$ cat src/rtl/interboard_link.sv
// Board-to-board message link: serialises MSG_BITS messages into DATA_W chunks over a
// 4-phase Request/Ack cable, deserialises the reverse direction, and signals link reset.
module interboard_link #(
    parameter int DATA_W   = 6,
    parameter int MSG_BITS = 22,
    parameter int RST_HOLD = 10,
    parameter int TIMEOUT  = 1024
) (
    input  logic                clk,
    input  logic                rst,
    input  logic                transmit,
    input  logic                tx_valid,
    input  logic [MSG_BITS-1:0] tx_data,
    output logic                tx_ready,
    output logic                tx_err,
    input  logic                link_rst_req,
    input  logic                Request_in,
    input  logic                Ack_in,
    input  logic [DATA_W-1:0]   inter_data_in,
    output logic                Request_out,
    output logic                Ack_out,
    output logic [DATA_W-1:0]   inter_data_out,
    output logic                rx_valid,
    output logic [MSG_BITS-1:0] rx_data,
    output logic                remote_rst,
    output logic [1:0]          o_dbg_tx_state,
    output logic                o_dbg_rx_state
);
    localparam int NCHUNK = (MSG_BITS + DATA_W - 1) / DATA_W;
    localparam int PAD_W  = NCHUNK * DATA_W;
    localparam int KW     = (NCHUNK > 1) ? $clog2(NCHUNK) : 1;
    localparam int TW     = (TIMEOUT > 1) ? $clog2(TIMEOUT) : 1;
    localparam int HW     = $clog2(RST_HOLD + 1);
    localparam logic [KW-1:0] K_LAST = KW'(NCHUNK - 1);

    typedef enum logic [1:0] {S_IDLE, S_REQ, S_REL} tx_state_t;
    typedef enum logic {R_WAIT, R_HOLD} rx_state_t;

    // Message handshake: a message is taken on a cycle where tx_valid=1 and tx_ready=1
    // (with transmit=1); tx_valid on any other cycle is dropped, never queued.

    logic              r_req_s1, r_req_s2, r_ack_s1, r_ack_s2;
    logic [DATA_W-1:0] r_din_s1, r_din_s2;

    always_ff @(posedge clk or negedge rst) begin
        if (!rst) begin
            r_req_s1 <= 1'b0;
            r_req_s2 <= 1'b0;
            r_ack_s1 <= 1'b0;
            r_ack_s2 <= 1'b0;
            r_din_s1 <= '0;
            r_din_s2 <= '0;
        end else begin
            r_req_s1 <= Request_in;
            r_req_s2 <= r_req_s1;
            r_ack_s1 <= Ack_in;
            r_ack_s2 <= r_ack_s1;
            r_din_s1 <= inter_data_in;
            r_din_s2 <= r_din_s1;
        end
    end

    logic [HW-1:0] r_hold_cnt;
    logic          w_hold, w_hold_nxt;
    logic          r_all1_q, r_pat2_q, r_remote_rst;
    logic          w_all1, w_pat2, w_abort;

    assign w_hold     = (r_hold_cnt != '0);
    assign w_hold_nxt = link_rst_req | (r_hold_cnt > HW'(1));
    assign w_all1     = &{r_ack_s2, r_req_s2, r_din_s2};
    assign w_pat2     = w_all1 & r_all1_q;
    assign w_abort    = link_rst_req | w_hold | w_pat2;

    // r_pat2_q follows the raw pattern so a long pattern yields a single pulse.
    always_ff @(posedge clk or negedge rst) begin
        if (!rst) begin
            r_hold_cnt   <= '0;
            r_all1_q     <= 1'b0;
            r_pat2_q     <= 1'b0;
            r_remote_rst <= 1'b0;
        end else begin
            if (link_rst_req)
                r_hold_cnt <= HW'(RST_HOLD);
            else if (w_hold)
                r_hold_cnt <= r_hold_cnt - 1'b1;
            r_all1_q     <= w_all1;
            r_pat2_q     <= w_pat2;
            r_remote_rst <= w_pat2 & ~r_pat2_q & ~w_hold;
        end
    end

    tx_state_t         r_tx_st;
    logic [KW-1:0]     r_tx_k;
    logic [TW-1:0]     r_tx_tmr;
    logic [PAD_W-1:0]  r_tx_sh;
    logic [PAD_W-1:0]  w_tx_pad, w_tx_next;
    logic              r_req_out, r_tx_ready, r_tx_err;
    logic [DATA_W-1:0] r_dout;
    logic              w_tmo;

    assign w_tx_pad  = PAD_W'(tx_data);
    assign w_tx_next = r_tx_sh >> DATA_W;
    assign w_tmo     = (r_tx_tmr == TW'(TIMEOUT - 1));

    always_ff @(posedge clk or negedge rst) begin
        if (!rst) begin
            r_tx_st    <= S_IDLE;
            r_tx_k     <= '0;
            r_tx_tmr   <= '0;
            r_tx_sh    <= '0;
            r_req_out  <= 1'b0;
            r_dout     <= '0;
            r_tx_ready <= 1'b0;
            r_tx_err   <= 1'b0;
        end else begin
            r_tx_err <= 1'b0;
            if (w_abort || !transmit) begin
                r_tx_st    <= S_IDLE;
                r_tx_k     <= '0;
                r_tx_tmr   <= '0;
                r_req_out  <= 1'b0;
                r_dout     <= '0;
                r_tx_ready <= ~w_hold_nxt;
            end else begin
                case (r_tx_st)
                    S_IDLE: begin
                        r_tx_ready <= 1'b1;
                        if (tx_valid && r_tx_ready) begin
                            r_tx_sh    <= w_tx_pad;
                            r_dout     <= w_tx_pad[DATA_W-1:0];
                            r_req_out  <= 1'b1;
                            r_tx_k     <= '0;
                            r_tx_tmr   <= '0;
                            r_tx_ready <= 1'b0;
                            r_tx_st    <= S_REQ;
                        end
                    end
                    S_REQ: begin
                        if (r_ack_s2) begin
                            r_req_out <= 1'b0;
                            r_tx_tmr  <= '0;
                            r_tx_st   <= S_REL;
                        end else if (w_tmo) begin
                            r_tx_err   <= 1'b1;
                            r_req_out  <= 1'b0;
                            r_dout     <= '0;
                            r_tx_ready <= 1'b1;
                            r_tx_st    <= S_IDLE;
                        end else begin
                            r_tx_tmr <= r_tx_tmr + 1'b1;
                        end
                    end
                    S_REL: begin
                        if (!r_ack_s2) begin
                            r_tx_tmr <= '0;
                            if (r_tx_k == K_LAST) begin
                                r_dout     <= '0;
                                r_tx_ready <= 1'b1;
                                r_tx_st    <= S_IDLE;
                            end else begin
                                r_tx_k    <= r_tx_k + 1'b1;
                                r_tx_sh   <= w_tx_next;
                                r_dout    <= w_tx_next[DATA_W-1:0];
                                r_req_out <= 1'b1;
                                r_tx_st   <= S_REQ;
                            end
                        end else if (w_tmo) begin
                            r_tx_err   <= 1'b1;
                            r_dout     <= '0;
                            r_tx_ready <= 1'b1;
                            r_tx_st    <= S_IDLE;
                        end else begin
                            r_tx_tmr <= r_tx_tmr + 1'b1;
                        end
                    end
                    default: r_tx_st <= S_IDLE;
                endcase
            end
        end
    end

    rx_state_t             r_rx_st;
    logic [KW-1:0]         r_rx_k;
    logic [PAD_W-1:0]      r_rx_sh, w_rx_shift;
    logic                  r_ack_out, r_rx_valid;
    logic [MSG_BITS-1:0]   r_rx_data;

    // New chunks enter at the top, so after NCHUNK captures chunk 0 sits at bit 0.
    assign w_rx_shift = PAD_W'({r_din_s2, r_rx_sh} >> DATA_W);

    always_ff @(posedge clk or negedge rst) begin
        if (!rst) begin
            r_rx_st    <= R_WAIT;
            r_rx_k     <= '0;
            r_rx_sh    <= '0;
            r_ack_out  <= 1'b0;
            r_rx_valid <= 1'b0;
            r_rx_data  <= '0;
        end else begin
            r_rx_valid <= 1'b0;
            if (w_abort || transmit) begin
                r_rx_st   <= R_WAIT;
                r_rx_k    <= '0;
                r_rx_sh   <= '0;
                r_ack_out <= 1'b0;
            end else begin
                case (r_rx_st)
                    R_WAIT: begin
                        if (r_req_s2) begin
                            r_rx_sh   <= w_rx_shift;
                            r_ack_out <= 1'b1;
                            r_rx_st   <= R_HOLD;
                        end
                    end
                    R_HOLD: begin
                        if (!r_req_s2) begin
                            r_ack_out <= 1'b0;
                            r_rx_st   <= R_WAIT;
                            if (r_rx_k == K_LAST) begin
                                r_rx_valid <= 1'b1;
                                r_rx_data  <= r_rx_sh[MSG_BITS-1:0];
                                r_rx_k     <= '0;
                            end else begin
                                r_rx_k <= r_rx_k + 1'b1;
                            end
                        end
                    end
                    default: r_rx_st <= R_WAIT;
                endcase
            end
        end
    end

    assign Request_out    = w_hold | (transmit & r_req_out);
    assign Ack_out        = w_hold | (~transmit & r_ack_out);
    assign inter_data_out = w_hold ? '1 : (transmit ? r_dout : '0);
    assign tx_ready       = r_tx_ready;
    assign tx_err         = r_tx_err;
    assign rx_valid       = r_rx_valid;
    assign rx_data        = r_rx_data;
    assign remote_rst     = r_remote_rst;
    assign o_dbg_tx_state = r_tx_st;
    assign o_dbg_rx_state = r_rx_st;

endmodule

$ cat config.mk
export PLATFORM = sky130hd
export DESIGN_NAME = interboard_link
export DESIGN_NICKNAME = d
export VERILOG_FILES = /design/src/rtl/interboard_link.sv
export SDC_FILE = /design/constraint.sdc
export NUM_CORES = 1
export LEC_CHECK = 0
export BUFFER_PORTS_ARGS = -buffer_cell sky130_fd_sc_hd__buf_2
export CORE_MARGIN = 2
export CORE_UTILIZATION = 31
export CTS_CLUSTER_SIZE = 25
export DETAILED_ROUTE_END_ITERATION = 12
export PLACE_DENSITY = 0.54
export SYNTH_ARGS = -nofsm -noshare
export SYNTH_HDL_FRONTEND = slang
export SYNTH_SLANG_ARGS = --single-unit
$ cat constraint.sdc
create_clock -name clk -period 2.3 [get_ports clk]
set_input_delay 0.46 -clock clk [delete_from_list [all_inputs] [get_ports clk]]
set_output_delay 0.46 -clock clk [all_outputs]
set_load 0.02 [all_outputs]
==> results of run 1 <==
per-layer routing:
layer | GRT usage, % | up-vias
met1 | 17.8 | 1820
li1 | - | 1794
met4 | 6.45 | 0
met2 | 21.6 | 69
met5 | 0 | -
met3 | 3.69 | 17
cell usage after synthesis (3+ instances only):
cell,count
ha_1,10
dfrtp_1,113
a31oi_1,3
nor3b_1,4
nand3b_1,8
a22o_1,7
o21ai_0,14
buf_2,7
nand2_1,78
a22oi_1,6
or3_1,3
clkbuf_1,11
nor3_1,9
mux2i_1,12
nor2_1,32
inv_1,15
nand3_1,8
mux2_2,23
nand4_1,3
a21oi_1,53
stage by stage:
step                util [%]  std cells
floorplan                  -        465
global placement        36.0        750
detailed placement      36.0        750
CTS                     39.8        782
global route            40.1        783
finish                  40.1        783
path summary, 6_finish.rpt:
kind | endpoint | cells after the start | from
setup / recovery | r_tx_tmr[1]$_DFFE_PN0P_ | 6 | o_dbg_tx_state[1]$_DFFE_PN0P_
hold / removal | r_din_s1[1]$_DFF_PN0_ | 1 | inter_data_in[1]
setup reg to reg | r_tx_tmr[1]$_DFFE_PN0P_ | 6 | o_dbg_tx_state[1]$_DFFE_PN0P_
hold reg to reg | r_din_s2[4]$_DFF_PN0_ | 0 | r_din_s1[4]$_DFF_PN0_
max in group asynchronous | r_tx_tmr[7]$_DFFE_PN0P_ | 3 | rst
min in group asynchronous | r_tx_sh[17]$_DFFE_PN0P_ | 2 | rst
kinds of logic after synthesis:
kind of cell,synth area share (%)
xor+xnor,0.354
compound gates,12.0
simple gates,16.2
buf+inv,3.84
flops,57.2
fa+ha+maj,2.73
mux,7.67
state kept, by name (all words and copies together), names as in the netlist, 2 cells and up:
signal	cells
r_rx_sh	24
rx_data	22
r_tx_sh	16
r_tx_tmr	10
r_din_s1	6
r_din_s2	6
r_dout	6
r_hold_cnt	4
o_dbg_tx_state	2
r_rx_k	2
r_tx_k	2
worst max-delay path: stages, from the launching register on:
cell and delay [ps]:
dfrtp_1 440, inv_1 100, ha_1 410, clkinv_1 220, or4_4 600, nor3_2 200, a22o_1 170
power by group:
| part | leakage, nW | switching, mW | internal [mW] |
|---|---|---|---|
| clock | 0.275 | 0.882 | 1.63 |
| combinational | 1.06 | 0.138 | 0.0944 |
| sequential | 1.50 | 0.0319 | 2.02 |
cell type report:
| class | count | area, um2 |
|---|---|---|
| Tap cell | 216 | 270 |
| Multi-Input combinational cell | 310 | 1970 |
| Timing Repair Buffer | 96 | 593 |
| Sequential cell | 113 | 2830 |
| Clock inverter | 10 | 111 |
| Clock buffer | 21 | 460 |
| Inverter | 17 | 63.8 |
| Fill cell | 1536 | 9420 |
timing repair:
item | 4_1_cts | 5_1_grt
setup endpoints to repair | 4 | 14
gates resized for setup | 1 | 8
hold endpoints to repair | 21 | 0
hold buffers | 1 | 0
buffers inserted | 0 | 1
cloned | 0 | 0
==> impl_results.md, run 1 <==
- Cell count after synthesis: between 400 and 500
- Clk pin slew, worst setup/hold paths: 50 ps
- Setup CP Type: reg2reg
- Slew @ Worst Pin: 418 ps
- Max_cap viols: 0
- HP Class: in2reg
- Starting Density: 31.5%
- Setup violators final: 0
- Async set-reset flop share out of synthesis: 100%
- Reg2reg setup slack: 90 ps
- Detail Route met3 WL: 367 um
- Top cells by area, synth: dfrtp_1 57%, nand2_1 5.9%, a21oi_1 5.4%
- Crit-path max FO: 6
- Crit path time final: 2210 ps
- Pwr Total: 4.80 mW
- Rows: 46
- Chip height: 130 um
- Mapped cell area: 0.00495 mm2
- Congestion Overflow GR: 0
- Total GRT Usage: 13.8%
- Largest net degree at the start of global routing: 47
- Routed len/inst: 14.0 um
- Number of diodes: 0
- Max-slew headroom: 72.2%
- DRT met1 WL: 4.94 mm
- Area added between synthesis and finish: 27.2%
- Placed inst area: around 0.0057 mm2
- Worst Skew: 7.10 ps
- CTS sink count: 113
- Global-route wire length before repair: 18.1 mm
- RePlAce Congestion: 0.836
- Crit path arrival time: 2550 ps
- Worst EP required: about 2600 ps
- Setup TNS: 0 ps
- Number of buffers created by CTS: 17
- Seq/Total Area, Yosys: 57.2%
- Post-Place Setup Slack: 110 ps
- Most common cell after layout, fill and taps aside: dfrtp_1
- CTS root buf: clkbuf_16
- Final Slew Violations: 0
- I/O pin count: 72
- Syn nets: 510
- Cell variety after synth: 56
- RSZ-0062 raised after global routing: no
- Startpoint types: register
- Nets: 600
- Most frequent cells in the layout: 113 x dfrtp_1, 78 x nand2_1, 70 x buf_2, 53 x a21oi_1, 32 x nor2_1
- PnR worst setup slack: approximately 92 ps
- Final Hold Fails: 0
- Die width: between 100 and 150 um
- Core ar.: 0.0157 mm2
- Via density per instance: 4.73
- Via Count: 3700
- Tcrit/Tclk final: approximately 96%
- Synth area leader: dfrtp_1
- Worst skew pair latency: 410 ps
- Antenna-violating nets left: 0
- Clock Path Buffers: 2
- CTS tree: built
- Uppermost layer routed: met4
- First-pass iteration count of the detailed router: 5
- #FFs+latches synth: 113
- DR DRC count: 0
- Post-synth EDFFs: 0
- Pwr dens: ~760 mW/mm2
- Die area: ~0.017 mm2
- YS warnings: 0
- Post-DP HPWL: 7.63 mm
- Synth top area share: between 50 and 60%
- Mean Syn Cell Area: 10.6 um2
- Number of global-route vias before repair: 3595
- Initial antenna violation count: 0
- Hold slack: 159 ps
- Peak VDD IR: 0.000445 V
- Status: completed
- Ratio of cells with drive above 1 in the final layout: between 20% and 30%
- Leak: ~2.8 nW
- Achievable frequency: 453 MHz
- Post-Route WL: 11.0 mm
- Met2 routed WL: 5.46 mm
- Post-route cell area: between 0.006 and 0.007 mm2
- Drt first-iter violations: 165
- Endpoint type of the worst setup path: register
- Port Buffers: 71
- Most frequently used flop master after synthesis: dfrtp_1
- H-tree depth reported by CTS: 4
(Power assumes the default switching activity.)
==> inputs of run 2 (changes only) <==
Settings changed: CELL_PAD_IN_SITES_DETAIL_PLACEMENT set to 0, CELL_PAD_IN_SITES_GLOBAL_PLACEMENT set to 1, PLACE_DENSITY 0.54 to 0.64.
==> run 2 against run 1 <==
Effect of this change:
- setup slack improved by 38 ps
- first-iteration DRC count rose by 61%
- utilization rose by 0.24 points
- die area did not move
- combinational power rose by 3%
- critical path type is now reg2out
- largest cell class unchanged
- largest power group unchanged
==> impl_results.md, run 2 (synthesized netlist as in run 1, its figures left out) <==
- CTS tree: built
- Max_cap viols: 0 (unchanged)
- RePlAce Congestion: 0.786 (-6.0%)
- Most frequent cells in the layout: 113 x dfrtp_1, 78 x nand2_1, 70 x buf_2, 53 x a21oi_1, 32 x nor2_1
- Largest register FFs: 24 (unchanged)
- HP Class: in2async
- Hold slack: 69.3 ps (-90.2 ps)
- Post-DP HPWL: 7.62 mm (about the same)
- Tcrit/Tclk final: 94.3% (-1.7 points)
- Peak VDD IR: 0.000500 V (+12%)
- Worst Skew: 5.23 ps (-1.87 ps)
- Routed len/inst: 13.9 um (-1.1%)
- Drt first-iter violations: 265 (+61%)
- Antenna-violating nets left: 0 (unchanged)
- Post-Route WL: 10.9 mm (-0.95%)
- Clock Path Buffers: 2 (unchanged)
- # hold bufs at CTS: 0 (-1)
- Leak: 2.85 nW (+0.50%)
- Startpoint types: register
- Slew @ Worst Pin: 609 ps (+192 ps)
- Rows: 46 (unchanged)
- Total GRT Usage: 13.9% (+0.081 points)
- First-pass iteration count of the detailed router: 4 (-1)
- H-tree depth reported by CTS: 4 (unchanged)
- Endpoint type of the worst setup path: output port
- Congestion Overflow GR: 0 (unchanged)
- Die width: 130 um (unchanged)
- Post-Place Setup Slack: 62.6 ps (-47.2 ps)
- RSZ-0062 raised after global routing: no
- Largest net degree at the start of global routing: 44 (-6.4%)
- Setup CP Type: reg2out
- Fillers: 1495 (-2.7%)
- Global-route wire length before repair: 18.4 mm (+1.8%)
- Status: completed
- Achievable frequency: 461 MHz (+1.8%)
- Via density per instance: 4.66 (-1.4%)
- Starting Density: 31.5% (unchanged)
- CTS sink count: 113 (unchanged)
- Register with the most flip-flops: r_rx_sh
- DR DRC count: 0 (unchanged)
- Number of diodes: 0 (unchanged)
- Most common cell after layout, fill and taps aside: dfrtp_1
- Core ar.: 0.0157 mm2 (unchanged)
- Ratio of cells with drive above 1 in the final layout: 29.4% (+0.12 points)
- Number of global-route vias before repair: 3724 (+3.6%)
- I/O pin count: 72 (unchanged)
- Crit path time final: 2170 ps (-38.3 ps)
- Area added between synthesis and finish: 28.0%
- CTS root buf: clkbuf_16
- Clk pin slew, worst setup/hold paths: 50 ps (about the same)
- PnR worst setup slack: 130 ps (+38.3 ps)
- Crit path arrival time: 1710 ps (-840 ps)
- Final Hold Fails: 0 (unchanged)
- Final Slew Violations: 0 (unchanged)
- Pwr dens: 784 mW/mm2 (+2.6%)
- Chip height: 130 um (unchanged)
- Crit-path max FO: 7 (+1)
- Die area: 0.0170 mm2 (unchanged)
- Via Count: 3652 (-1.3%)
- Port Buffers: 71 (unchanged)
- Worst EP required: 1840 ps (-800 ps)
- Pwr Total: 4.96 mW (+3.3%)
- Nets: 600 (unchanged)
- Initial antenna violation count: 0 (unchanged)
- Number of buffers created by CTS: 17 (unchanged)
- Setup violators final: 0 (unchanged)
- Worst skew pair latency: 400 ps (about the same)
- Max-slew headroom: 59.4% (-13 points)
- Setup TNS: 0 ps (unchanged)
-- run 2: changes by cell type in the layout (fill, tap and decap cells not counted), sizes merged --
cell,previous run,this run
bufinv,2,3
clkbuf,21,22
buf,95,96
dlygate4sd3,1,0
clkinv,6,5
-- run 2: routing by layer --
layer,global-route usage (%),share of wire [%]
met3,4.67,4.4
met2,21.4,47
met1,18.3,47
met5,0,0
met4,4.87,1.2
-- run 2: stage by stage --
stage	util [%]	cells	area, um2
2_1_floorplan	-	465	4950
3_3_place_gp	36.2	751	5680
3_5_place_dp	36.2	751	5680
4_1_cts	40.1	783	6310
5_1_grt	40.3	784	6330
6_report	40.3	784	6330
-- run 2: critical path, cell delays in order (launching register included) --
cell and delay [ps]:
dfrtp_1 410, inv_2 110, ha_4 140, nor3b_4 280
buf_6 160, nand2_1 50, buf_2 150
-- run 2: timing repair --
action,in CTS,in global routing
setup buffers,0,1
resized for setup,3,5
endpoints found under the setup margin,8,18
-- run 2: final timing paths --
check	startpoint	end	slack [ps]	cells after the start
worst max-delay path	r_hold_cnt[1]$_DFFE_PN0P_	inter_data_out[0]	130	6
max in group asynchronous	rst	r_ack_s1$_DFF_PN0_	1610	2
worst min register to register	r_req_s1$_DFF_PN0_	r_req_s2$_DFF_PN0_	350	0
worst max register to register	o_dbg_tx_state[1]$_DFFE_PN0P_	r_tx_sh[16]$_DFFE_PN0P_	220	9
worst min-delay path	rst	r_tx_sh[21]$_DFFE_PN0P_	70	1
min in group clk	inter_data_in[5]	r_din_s1[5]$_DFF_PN0_	160	1
-- run 2: cell type report --
type / instances / area, um2 / share of cell area (%)
sequential: 113 / 2830 / 44.7
multi-input combinational: 310 / 1960 / 31.0
timing repair buffer: 96 / 599 / 9.47
clock buffer: 22 / 474 / 7.49
tap: 216 / 270 / 4.27
clock inverter: 10 / 133 / 2.09
inverter: 17 / 63.8 / 1.01
-- run 2: power by group --
| part | internal, mW | leakage [nW] | switching, mW | total (mW) |
|---|---|---|---|---|
| registers | 2.02 | 1.50 | 0.0321 | 2.06 |
| logic | 0.100 | 1.06 | 0.139 | 0.240 |
| clock network | 1.78 | 0.292 | 0.886 | 2.67 |
==> inputs of run 3 (changes only) <==
Settings changed: ABC_AREA set to 1, PLACE_DENSITY 0.64 to 0.66.
==> run 3 against run 2 <==
Effect of this change:
- first-iteration DRC count down 13%
- total power down 0.70%
- via count up 19%
- clock skew up 3.5 ps
- non-clock buffer count down 4
- largest cell class unchanged
- sequential share of layout area down 1.2 points
- largest power group unchanged
- final area up 2.7%
- worst hold slack better by 78 ps
- area after synthesis up 5.1%
==> impl_results.md, run 3 <==
- Post-Route WL: 12.7 mm (+17%)
- Mean Syn Cell Area: 8.44 um2 (-21%)
- Core ar.: 0.0165 mm2 (+4.8%)
- Met2 routed WL: 5.81 mm (+13%)
- Seq/Total Area, Yosys: 54.4% (-2.8 points)
- FF+latch area: 0.00283 mm2 (unchanged)
- Number of diodes: 0 (unchanged)
- Max-slew headroom: 70.9% (+12 points)
- Crit path arrival time: 1730 ps (+20 ps)
- Placed insts: 899 (+20%)
- Worst EP required: 1840 ps (about the same)
- Cell count after synthesis: 616 (+32%)
- Chip height: 134 um (+2.4%)
- Most frequent cells in the layout: 166 x nand2_1, 113 x dfrtp_1, 70 x buf_2, 59 x o21ai_0, 56 x a21oi_1
- Clk pin slew, worst setup/hold paths: 50 ps (about the same)
- Endpoint type of the worst setup path: output port
- Setup CP Type: reg2out
- Nets: 747 (+25%)
- Global-route wire length before repair: 21.8 mm (+18%)
- Area of the multi-input gates: 0.00203 mm2 (+3.3%)
- Number of global-route vias before repair: 4412 (+18%)
- Sequential Power Share: 41.4% (about the same)
- Top post-synthesis cells by count: 166 x nand2_1, 113 x dfrtp_1, 59 x o21ai_0, 56 x a21oi_1, 56 x inv_1
- Congestion Overflow GR: 0 (unchanged)
- Drt first-iter violations: 230 (-13%)
- HP Class: in2reg
- Dominant cell by count in the synthesized netlist: nand2_1
- YS warnings: 0 (unchanged)
- #FFs+latches synth: 113 (unchanged)
- Final Non-Filler Cells: 934 (+19%)
- Ratio of cells with drive above 1 in the final layout: 20.2% (-9.2 points)
- Pwr dens: 758 mW/mm2 (-3.3%)
- CP peak stage delay: 370 ps (-40 ps)
- Switching pwr: 1.08 mW (+2.2%)
- DRT met1 WL: 6.12 mm (+19%)
- Syn nets: 661 (+30%)
- Uppermost layer routed: met4
- CTS root buf: clkbuf_16
- Worst Path Buf+Inv: 3 (unchanged)
- DR DRC count: 0 (unchanged)
- Max_cap viols: 0 (unchanged)
- Peak VDD IR: 0.000584 V (+17%)
- Leak: 3.10 nW (+8.6%)
- Starting Density: 31.6% (+0.095 points)
- CTS tree: built
- Synth top area share: 54.4% (-2.8 points)
- PnR worst setup slack: 112 ps (-18.7 ps)
- Largest register FFs: 24 (unchanged)
- Synth area leader: dfrtp_1
- CTS sink count: 113 (unchanged)
- Int Pwr: 3.84 mW (-1.5%)
- Die width: 134 um (+2.4%)
- Antenna-violating nets left: 0 (unchanged)
- H-tree depth reported by CTS: 4 (unchanged)
- Post-synth EDFFs: 0 (unchanged)
- Achievable frequency: 457 MHz (-0.85%)
- Register with the most flip-flops: r_rx_sh
- Via density per instance: 4.66 (about the same)
- Crit path time final: 2190 ps (+18.7 ps)
- Most frequently used flop master after synthesis: dfrtp_1
- Worst skew pair latency: 420 ps (+20 ps)
- Post-route cell area: 0.00650 mm2 (+2.7%)
- Worst Skew: 8.68 ps (+3.45 ps)
- RSZ-0062 raised after global routing: no
- Setup TNS: 0 ps (unchanged)
- Total GRT Usage: 15.4% (+1.5 points)
- Number of buffers created by CTS: 17 (unchanged)
- Cell variety after synth: 30 (-46%)
- Slew @ Worst Pin: 437 ps (-173 ps)
- Clock share of power: 54.3% (+0.6 points)
- Detail Route met3 WL: 486 um (+1.3%)
- I/O pin count: 72 (unchanged)
- Placed inst area: 0.00586 mm2 (+3.1%)
- Die area: 0.0178 mm2 (+5.0%)
- Most common cell after layout, fill and taps aside: nand2_1
- Final Hold Fails: 0 (unchanged)
- Fillers: 1729 (+16%)
- Logic gate share of total power: 4.2% (-0.6 points)
- Crit-path max FO: 6 (-1)
- Post-DP HPWL: 8.88 mm (+17%)
- Status: completed
- Switch share: 22.0% (+0.63 points)
- Clock Path Buffers: 2 (unchanged)
- Routed len/inst: 13.6 um (-2.1%)
- First-pass iteration count of the detailed router: 6 (+2)
- Post-Place Setup Slack: 233 ps (+170 ps)
- Setup violators final: 0 (unchanged)
- CP delay by family, top: buffers and inverters
- Largest net degree at the start of global routing: 50 (+14%)
- Area added between synthesis and finish: 25.1%
- RePlAce Congestion: 0.834 (+6.1%)
- Critical Path Slowest Stage Cell: dfrtp_1
- Tcrit/Tclk final: 95.1% (+0.81 points)
- Initial antenna violation count: 0 (unchanged)
- Top cells by area, synth: dfrtp_1 54%, nand2_1 12%, o21ai_0 5.7%
- Final Slew Violations: 0 (unchanged)
- Rows: 47 (+2.2%)
- Critical path cell sequence: inv_1, ha_1, nand2_4, clkinvlp_4, nand2_1, buf_2
- Port Buffers: 71 (unchanged)
- Core Util, Final: 39.5% (-0.80 points)
- Mapped cell area: 0.00520 mm2 (+5.1%)
- Async set-reset flop share out of synthesis: 100% (unchanged)
- Startpoint types: register
- Via Count: 4353 (+19%)
[run 3: changes by cell type in the layout (fill, tap and decap cells not counted), moves of 8 or more]
cell and change:
nand2_1 +88, o21ai_0 +45, inv_1 +42, mux2_2 -23, nand3_1 +17, mux2i_1 -12, nor2_1 +10, nand3b_1 -8
o21ai_1 +8
[run 3: layout make-up]
class,instances,area share (%)
clock inverter,9,2.04
inverter,59,3.46
tap,220,4.23
timing repair inverter,1,0.115
multi-input combinational,418,31.2
clock buffer,22,7.14
sequential,113,43.5
timing repair buffer,92,8.35
[run 3: power groups by stage]
stage                     Sequential [mW]  Clock (mW)  Combinational, mW
after floorplan                      2.07           0             0.0921
after global placement               2.07           0              0.199
after detailed placement             2.08           0              0.204
after CTS                            2.04        2.73              0.212
after global routing                 2.04        2.83              0.241
final                                2.04        2.68              0.209
[run 3: layer usage]
| layer | track usage [%] | vias up |
|---|---|---|
| li1 | - | 2183 |
| met1 | 20.6 | 2076 |
| met2 | 23.6 | 74 |
| met3 | 3.73 | 20 |
| met4 | 7.15 | 0 |
| met5 | 0 | - |
[run 3: cell families after synthesis]
group / synth area share [%]
simple gates: 22.7
compound gates: 13.5
flops: 54.4
buf+inv: 6.76
fa+ha+maj: 2.41
xor+xnor: 0.169
[run 3: per-stage QoR]
stage	hold WS, ps	total power [mW]
floorplan	164	2.16
global placement	337	2.27
detailed placement	335	2.28
CTS	131	4.98
global route	129	5.11
finish	148	4.93
[run 3: what timing repair did]
item,4_1_cts,5_1_grt
setup endpoints to repair,8,11
setup buffers,1,1
gates resized for setup,3,1
hold buffers,1,0
pin swaps,0,1
gates cloned,1,0
endpoints found under the hold margin,17,0
[run 3: final timing paths]
kind / cells after the start / end / from / slack (ps)
max: 6 / inter_data_out[3] / r_hold_cnt[1]$_DFFE_PN0P_ / 110
min: 1 / r_din_s1[4]$_DFF_PN0_ / inter_data_in[4] / 150
max reg2reg: 12 / r_tx_tmr[8]$_DFFE_PN0P_ / r_hold_cnt[1]$_DFFE_PN0P_ / 200
min in group asynchronous: 2 / r_rx_sh[1]$_DFFE_PN0P_ / rst / 470
min reg2reg: 0 / r_ack_s2$_DFF_PN0_ / r_ack_s1$_DFF_PN0_ / 350
max in group asynchronous: 3 / rx_data[3]$_DFFE_PN0P_ / rst / 1200
